<file path="config.mk">
export PLATFORM = sky130hd
export DESIGN_NAME = ines_loader
export DESIGN_NICKNAME = d
export VERILOG_FILES = /design/src/rtl/ines_loader_pkg.sv /design/src/rtl/ines_loader_byte_fifo.sv /design/src/rtl/ines_loader.sv
export SDC_FILE = /design/constraint.sdc
export NUM_CORES = 1
export LEC_CHECK = 0
export CAP_MARGIN = 20
export CORE_ASPECT_RATIO = 2
export CORE_UTILIZATION = 54
export CTS_BUF_LIST = sky130_fd_sc_hd__clkbuf_8
export DETAILED_ROUTE_END_ITERATION = 16
export PLACE_DENSITY_LB_ADDON = 0.15
export SYNTH_ARGS = -nofsm -noshare
export SYNTH_HDL_FRONTEND = slang
export SYNTH_SLANG_ARGS = --single-unit
</file>
<file path="constraint.sdc">
create_clock -name clk -period 4.5 [get_ports clk]
set_input_delay 0.675 -clock clk [delete_from_list [all_inputs] [get_ports clk]]
set_output_delay 0.675 -clock clk [all_outputs]
set_load 0.05 [all_outputs]
</file>
<file path="src/rtl/ines_loader_pkg.sv">
// ines_loader_pkg: iNES format constants, parser state encoding and magic-byte lookup
package ines_loader_pkg;
  localparam logic [31:0] MAGIC = 32'h4E45531A;
  localparam int HDR_LEN = 16;
  localparam int TRN_LEN = 512;
  localparam int PRG_UNIT = 16384;
  localparam int CHR_UNIT = 8192;
  localparam logic [21:0] CHR_BASE_DEF = 22'h200000;
  typedef enum logic [2:0] {HDR, TRN, PRG, CHR, DONE, ERR} state_t;
  function automatic logic [7:0] magic_byte(input logic [1:0] i);
    logic [31:0] m;
    m = MAGIC << {i, 3'b000};
    return m[31:24];
  endfunction
endpackage

</file>
<file path="src/rtl/ines_loader_byte_fifo.sv">
// byte_fifo: synchronous byte FIFO with flush; push and pop may coincide even when full
module byte_fifo #(
  parameter int DEPTH = 16
) (
  input  logic       clk,
  input  logic       reset,
  input  logic       push,
  input  logic [7:0] din,
  input  logic       pop,
  input  logic       flush,
  output logic [7:0] dout,
  output logic       full,
  output logic       empty
);
  localparam int AW = $clog2(DEPTH);
  logic [7:0] mem_q [DEPTH];
  logic [AW-1:0] rd_q, rd_d, wr_q, wr_d;
  logic [AW:0] cnt_q, cnt_d;
  always_comb begin
    rd_d = flush ? '0 : rd_q + AW'(pop);
    wr_d = flush ? '0 : wr_q + AW'(push);
    cnt_d = flush ? '0 : cnt_q + (AW+1)'(push) - (AW+1)'(pop);
  end
  always_ff @(posedge clk) begin
    if (reset) begin
      rd_q <= '0;
      wr_q <= '0;
      cnt_q <= '0;
    end else begin
      rd_q <= rd_d;
      wr_q <= wr_d;
      cnt_q <= cnt_d;
    end
  end
  always_ff @(posedge clk) begin
    if (push) mem_q[wr_q] <= din;
  end
  assign dout = mem_q[rd_q];
  assign full = cnt_q == (AW+1)'(DEPTH);
  assign empty = cnt_q == '0;
endmodule

</file>
<file path="src/rtl/ines_loader.sv">
// ines_loader: parses an iNES byte stream and writes PRG/CHR data into game memory
module ines_loader
  import ines_loader_pkg::*;
#(
  parameter int FIFO_DEPTH = 16,
  parameter logic [21:0] CHR_BASE = CHR_BASE_DEF
) (
  input  logic        clk,
  input  logic        reset,
  input  logic [7:0]  indata,
  input  logic        indata_clk,
  output logic [21:0] mem_addr,
  output logic [7:0]  mem_data,
  output logic        mem_write,
  input  logic        mem_ready,
  output logic [7:0]  prg_banks,
  output logic [7:0]  chr_banks,
  output logic [7:0]  mapper,
  output logic        mirroring,
  output logic        battery,
  output logic        four_screen,
  output logic        done,
  output logic        error
);
  state_t state_q, state_d;
  logic [9:0] cnt_q, cnt_d;
  logic [22:0] rem_q, rem_d;
  logic [21:0] nxt_q, nxt_d, addr_q, addr_d;
  logic [7:0] data_q, data_d, prg_q, prg_d, chr_q, chr_d, f6_q, f6_d;
  logic [3:0] f7_q, f7_d;
  logic wr_q, wr_d, done_q, done_d, error_q, error_d;
  logic [7:0] f_dout;
  logic f_full, f_empty, f_push, f_pop, f_flush;
  logic active, streaming, slot, overflow;
  assign active = state_q != DONE && state_q != ERR;
  assign streaming = state_q == PRG || state_q == CHR;
  assign slot = !wr_q || mem_ready;
  assign f_pop = (state_q == HDR || state_q == TRN) ? !f_empty
               : streaming && !f_empty && slot && rem_q != '0;
  assign overflow = indata_clk && active && f_full && !f_pop;
  assign f_push = indata_clk && active && (!f_full || f_pop);
  assign f_flush = state_q == ERR;
  byte_fifo #(.DEPTH(FIFO_DEPTH)) u_fifo (
    .clk(clk), .reset(reset), .push(f_push), .din(indata), .pop(f_pop),
    .flush(f_flush), .dout(f_dout), .full(f_full), .empty(f_empty)
  );
  always_comb begin
    state_d = state_q;
    cnt_d = cnt_q;
    rem_d = rem_q;
    nxt_d = nxt_q;
    addr_d = addr_q;
    data_d = data_q;
    wr_d = wr_q;
    prg_d = prg_q;
    chr_d = chr_q;
    f6_d = f6_q;
    f7_d = f7_q;
    done_d = done_q;
    error_d = error_q;
    if (state_q == HDR && f_pop) begin
      cnt_d = cnt_q + 10'd1;
      if (cnt_q < 10'd4 && f_dout != magic_byte(cnt_q[1:0])) state_d = ERR;
      if (cnt_q == 10'd4) prg_d = f_dout;
      if (cnt_q == 10'd5) chr_d = f_dout;
      if (cnt_q == 10'd6) f6_d = f_dout;
      if (cnt_q == 10'd7) f7_d = f_dout[7:4];
      if (cnt_q == 10'(HDR_LEN - 1)) begin
        cnt_d = '0;
        nxt_d = '0;
        rem_d = 23'(prg_q) * 23'(PRG_UNIT);
        state_d = (prg_q == 8'd0 || prg_q > 8'd128) ? ERR : f6_q[2] ? TRN : PRG;
      end
    end
    if (state_q == TRN && f_pop) begin
      cnt_d = cnt_q + 10'd1;
      if (cnt_q == 10'(TRN_LEN - 1)) state_d = PRG;
    end
    if (streaming && wr_q && mem_ready) wr_d = 1'b0;
    if (streaming && f_pop) begin
      wr_d = 1'b1;
      addr_d = nxt_q;
      data_d = f_dout;
      nxt_d = nxt_q + 22'd1;
      rem_d = rem_q - 23'd1;
    end
    if (streaming && rem_q == '0 && slot) begin
      if (state_q == PRG && chr_q != 8'd0) begin
        state_d = CHR;
        rem_d = 23'(chr_q) * 23'(CHR_UNIT);
        nxt_d = CHR_BASE;
      end else begin
        state_d = DONE;
        done_d = 1'b1;
      end
    end
    if (overflow) state_d = ERR;
    if (state_d == ERR) begin
      error_d = 1'b1;
      done_d = 1'b0;
      wr_d = 1'b0;
    end
  end
  always_ff @(posedge clk) begin
    if (reset) begin
      state_q <= HDR;
      cnt_q <= '0;
      rem_q <= '0;
      nxt_q <= '0;
      addr_q <= '0;
      data_q <= '0;
      wr_q <= 1'b0;
      prg_q <= '0;
      chr_q <= '0;
      f6_q <= '0;
      f7_q <= '0;
      done_q <= 1'b0;
      error_q <= 1'b0;
    end else begin
      state_q <= state_d;
      cnt_q <= cnt_d;
      rem_q <= rem_d;
      nxt_q <= nxt_d;
      addr_q <= addr_d;
      data_q <= data_d;
      wr_q <= wr_d;
      prg_q <= prg_d;
      chr_q <= chr_d;
      f6_q <= f6_d;
      f7_q <= f7_d;
      done_q <= done_d;
      error_q <= error_d;
    end
  end
  assign mem_addr = addr_q;
  assign mem_data = data_q;
  assign mem_write = wr_q;
  assign prg_banks = prg_q;
  assign chr_banks = chr_q;
  assign mapper = {f7_q, f6_q[7:4]};
  assign mirroring = f6_q[0];
  assign battery = f6_q[1];
  assign four_screen = f6_q[3];
  assign done = done_q;
  assign error = error_q;
endmodule
</file>
---- Word level (Yosys, flattened, before mapping) ----
Memory sizes are Yosys's and may differ from the RTL's. A register that Yosys moved wholly into a read port is not among the register bits.
Cells that the tools add are included.
word-level totals
  memory bits (writable) .................. 128
  input port bits ......................... 12
  word-level logic and storage cells ...... 113
  bits in registers ....................... 132
  output and inout port bits .............. 60
  memories kept ........................... 1
memories
  name          words  width  read ports  clocked after memory_dff  write ports  line                         source
  u_fifo.mem_q  16     8      1           1                         1            ines_loader_byte_fifo.sv:16  logic [7:0] mem_q [DEPTH];
operators by class
  bitwise operators ....................... 1
  $lt $le $gt $ge ......................... 2
  equality and inequality tests ........... 15
  shift-type cells ........................ 1
  reduce and logical (&&, ||, !) cells .... 41
  muxes and demuxes ....................... 29
  $add $sub $neg .......................... 7
operators with widths
  operator                                                                count
  23-bit 2-to-1 mux                                                       5
  22-bit 2-to-1 mux                                                       5
  10-bit by 3-bit equality test with 1-bit output, second input constant  4
  31-bit by 5-bit << shifter with 32-bit output, first input constant     1
  10-bit 2-to-1 mux                                                       3
  3-bit 2-to-1 mux                                                        9
  23-bit zero test                                                        1
  23-bit nonzero test                                                     1
  23-bit by 1-bit subtractor with 23-bit output, second input constant    1
  22-bit by 1-bit adder with 22-bit output, second input constant         1
  1-bit logical AND                                                       17
  10-bit by 1-bit adder with 10-bit output, second input constant         1
  10-bit by 4-bit equality test with 1-bit output, second input constant  1
  10-bit by 9-bit equality test with 1-bit output, second input constant  1
  10-bit by 3-bit < comparator with 1-bit output, second input constant   1
  2-bit AND reduction                                                     5
  4-bit by 1-bit adder with 4-bit output                                  2
  8-bit greater-than comparator, second input constant                    1
  8-bit zero test                                                         1
  8-bit inequality test                                                   1
  8-bit nonzero test                                                      1
  3-bit by 2-bit equality test with 1-bit output, second input constant   2
  3-bit equality test, second input constant                              2
  3-bit inequality test, second input constant                            2
  14 further kinds                                                        27

---- Depth between registers and ports, before layout ----
  depth after elaboration ................. 14
  depth in mapped cells ................... 19
  mapped depth without buffers ............ 17

---- Hierarchy ----
A second synthesis with hierarchy kept.
second synthesis, totals
  cells, all modules ...................... 959
  area total of the unflattened synthesis .. 11136.9 um^2
by module, submodules not included
  module       area an instance (um^2)  times used  seq. area each (um^2)  cells an instance
  byte_fifo    5642.9                   1           4103.9                 289
  ines_loader  5494.0                   1           2382.3                 670

---- Least setup slack after synthesis ----
Ideal clock, no wire load.
  path type ............................... reg2reg
  from .................................... reg rem_q[3]
  to ...................................... reg u_fifo.cnt_q[4]
  setup time .............................. 0.070 ns
  slack ................................... 0.911 ns
  path buffers ............................ 2
  arrival time ............................ 3.519 ns
  period minus slack after synthesis ...... 3.589 ns
  required time ........................... 4.430 ns
  cell stages (with the launch flop) ...... 18
  cells stage by stage .................... dfxtp_1 -> or4_4 -> nor4b_4 -> a21oi_1 -> nand2b_1 -> buf_2 -> buf_2 -> nand2_1 -> ha_1 -> inv_1 -> ha_1 -> inv_1 -> fa_1 -> inv_1 -> a21oi_1 -> nor2_1 -> or3_1 -> a21oi_1
on the way
  longest elaborated chain between the ends .. 7
ends and longest elaborated chain
  item                                           line                         source
  start, declared                                ines_loader.sv:27            logic [22:0] rem_q, rem_d;
  start signal, assigned                         ines_loader.sv:122           rem_q <= rem_d;
  23-bit nonzero test *                          ines_loader.sv:39            : streaming && !f_empty && slot && rem_q != '0;
  1-bit logical AND *                            ines_loader.sv:39
  1-bit 2-to-1 mux *                             ines_loader.sv:38            assign f_pop = (state_q == HDR || state_q == TRN) ? !f_empty
  1-bit logical OR                               ines_loader.sv:41            assign f_push = indata_clk && active && (!f_full || f_pop);
  1-bit logical AND                              ines_loader.sv:41
  5-bit by 1-bit adder with 5-bit output         ines_loader_byte_fifo.sv:22  cnt_d = flush ? '0 : cnt_q + (AW+1)'(push) - (AW+1)'(pop);
  5-bit by 1-bit subtractor with 5-bit output *  ines_loader_byte_fifo.sv:22
  end signal, assigned                           ines_loader_byte_fifo.sv:32  cnt_q <= cnt_d;
  end, declared                                  ines_loader_byte_fifo.sv:18  logic [AW:0] cnt_q, cnt_d;
Every way passes the cells marked *; elsewhere a longest branch is shown, timed or not.
A chain may end at the register's enable or synchronous reset.

---- Final worst setup path ----
  from .................................... reg rem_q[7]
  to ...................................... reg u_fifo.cnt_q[4]
Same word-level chain as after synthesis.

==> metrics.csv <==
metric,value,unit
outcome,"complete, no violations",
max-cap viol count,0,
"Slew Viols, Final",0,
leading area contributor after synthesis,edfxtp_1,
die footprint,20900,sq um
Post-DRT Antenna Nets,0,
Synth warnings,0,
Iter 0 DRT Violations,308,
clk sink count,260,
synthesized area,10900,sq um
Seq. cell area,6490,sq um
Tightest Hold Check Type,flip-flop to flip-flop,
#FFs+latches synth,260,
Post-Syn Nets,990,
Final Total Pwr,5.66,mW
synth cell count leaders,"135 x nand2_1, 132 x dfxtp_1, 128 x edfxtp_1",
fraction of registers with async set/reset,0,
number of H-tree levels,2,
WP data required,4.97,ns
critical path class,flip-flop to flip-flop,
multi-input logic area,4170,sq um
Static Leak,4.20,nW
Num CTS Buffers,37,
gr usage total,0.265,
syn avg cell area,11.4,sq um
WP data arrival,4.03,ns
synth unique cells,65,
Post-CTS Hold Buffers,0,
Highest Signal Layer,met4,
worst-path maximum fanout,9,
Root Buffer,clkbuf_8,
n_diodes,0,
Area contributors post-synth,"edfxtp_1 35%, dfxtp_1 24%, mux4_2 7.0%",
grt total ovfl,0,
layout net count,1068,
Slew @ Worst Pin,0.913,ns
Critical Path Start Type,flip-flop,
DRC,0,
clock latency on the worst-skew pair,0.53,ns
max_slew headroom,0.392,
first-pass iteration count of the detailed router,5,
initial core utilization,0.550,
number of I/O port buffers,71,
die width,103,microns
area grow syn2layout,15.4,%
"Cell Count, Final, Fillers Out",1325,
share of cells above drive strength 1,0.124,
Synth top area share,0.351,
GP Congestion,0.886,
Setup Buffers After CTS,0,
CP endpoint kind,flip-flop,
row cnt,73,
Post-Place Setup Slack,0.868,ns
"EDFF count, synth",128,
Avg Vias per Cell,5.85,
DR WL met2,15000,microns
final-layout fill cell count,1674,
TritonCTS clock tree,built,
clock slew at reported path FFs,0.07,ns
# setup viols final,0,
Final Hold Fails,0,
height of the chip,203,microns
most used standard cell by instance count after synthesis,nand2_1,
min Tclk post-route,3.57,ns
DP HPWL,19400,microns
reg2reg end,u_fifo.cnt_q[4],
R2R Path Start,rem_q[7],
Top-Level Pins,72,
post-synthesis sequential area ratio,0.592,
Final period util,0.793,
pin count of the biggest net entering global routing,48,
WL final,26300,microns
core region area,19900,sq um
RSZ-0062 raised after global routing,false,
Syn Inst Count,960,
met3 WL,878,microns
clk buf depth,3,
via count,7748,
Worst VDD drop,0.256,mV
Inst Count DP,1261,
wire length per cell,19.9,microns
Fmax,280,MHz
initial antenna violation count,0,
Hold WS,0.447,ns
# resized after CTS,0,
Worst setup endpoint,u_fifo.cnt_q[4],
Hold Path Depth,2,
vias in the first global route,7713,
FF-to-FF setup slack,0.93,ns
setup tns final,0,ns
Clock Skews,0.0131,ns
crit path launch,rem_q[7],
first-pass GRT wire length,40900,microns
post-route setup slack,0.932,ns
metal1 wirelength,8530,microns
R2R cell count,15,
Main synth FF type,dfxtp_1,
power density over cell area,448,nW/um^2
-- cell usage in the layout, fill, tap and decap left out, types with 9 or more instances in the layout --
cell | netlist | layout
a21oi_1 | 94 | 94
nor3_1 | 17 | 17
mux2i_1 | 16 | 16
and3_1 | 9 | 9
nand2_1 | 135 | 135
ha_1 | 17 | 17
o21ai_0 | 10 | 10
inv_1 | 18 | 23
nor4_1 | 10 | 10
or3_1 | 11 | 11
nor2_1 | 84 | 84
xnor2_1 | 10 | 10
nand3_1 | 54 | 54
clkdlybuf4s50_1 | 0 | 70
clkbuf_8 | 0 | 43
mux4_2 | 34 | 34
xor2_1 | 11 | 11
dfxtp_1 | 132 | 131
edfxtp_1 | 128 | 128
buf_4 | 5 | 22
-- worst min-delay path by stage --
stage | slack (ns) | from | endpoint
2_1_floorplan | 0.41 | rem_q[22] | rem_q[22]
3_3_place_gp | 0.44 | rem_q[22] | rem_q[22]
3_5_place_dp | 0.43 | rem_q[22] | rem_q[22]
4_1_cts | 0.45 | rem_q[22] | rem_q[22]
5_1_grt | 0.46 | rem_q[22] | rem_q[22]
6_report | 0.45 | rem_q[22] | rem_q[22]
-- critical path: stages (launching register included) --
cell,delay (ns)
dfxtp_1,0.36
or4_4,0.59
nor4b_4,0.54
a21oi_1,0.27
nand2b_1,0.17
nand2_1,0.09
ha_1,0.30
inv_1,0.03
ha_1,0.18
inv_1,0.07
fa_1,0.20
inv_1,0.05
a21oi_1,0.11
nor2_1,0.06
or3_1,0.34
a21oi_1,0.14
-- registers in the layout, summed over array words and instances (netlist names) --
| register | count |
|---|---|
| mem_data | 8 |
| u_fifo.cnt_q | 5 |
| rem_q | 23 |
| u_fifo.wr_q | 4 |
| u_fifo.mem_q | 128 |
| nxt_q | 22 |
| chr_banks | 8 |
| cnt_q | 10 |
| state_q | 3 |
| mem_write | 1 |
| mem_addr | 22 |
| error | 1 |
| f6_q | 8 |
| f7_q | 4 |
| u_fifo.rd_q | 4 |
| done | 1 |
| prg_banks | 8 |
-- final cells by class --
class	count	area share
clock buffer	43	0.0468
clock inverter	21	0.00970
inverter	18	0.00535
multi-input combinational	628	0.330
sequential	260	0.513
tap	262	0.0259
timing repair buffer	93	0.0689
-- where the power goes --
| group | total, mW | leakage, nW | internal, mW | switching, mW |
|---|---|---|---|---|
| registers | 2.71 | 2.22 | 2.58 | 0.126 |
| logic | 1.15 | 1.59 | 0.498 | 0.651 |
| clock network | 1.81 | 0.389 | 0.932 | 0.874 |
-- metal layers --
metal	GRT usage	up-vias
met3	0.0332	97
met5	0	-
met2	0.501	216
met4	0.194	0
li1	-	3666
met1	0.248	3769
-- through the flow --
step | area [sq um] | utilization
2_1_floorplan | 10900 | -
3_3_place_gp | 11900 | 0.599
3_5_place_dp | 11900 | 0.599
4_1_cts | 12600 | 0.635
5_1_grt | 12600 | 0.635
6_report | 12600 | 0.635
-- cell families (layout without fill, tap and decap cells) --
kind of cell,Yosys count,in the layout,synth area share
multiplexers,58,58,0.0928
AND/OR/NAND/NOR,370,370,0.160
adder cells (fa/ha/maj),18,18,0.0213
flip-flops,260,260,0.592
buffers and inverters,72,175,0.0290
XOR/XNOR,21,21,0.0168
AO/OA/AOI/OAI,161,161,0.0876
(Power assumes the default switching activity.)
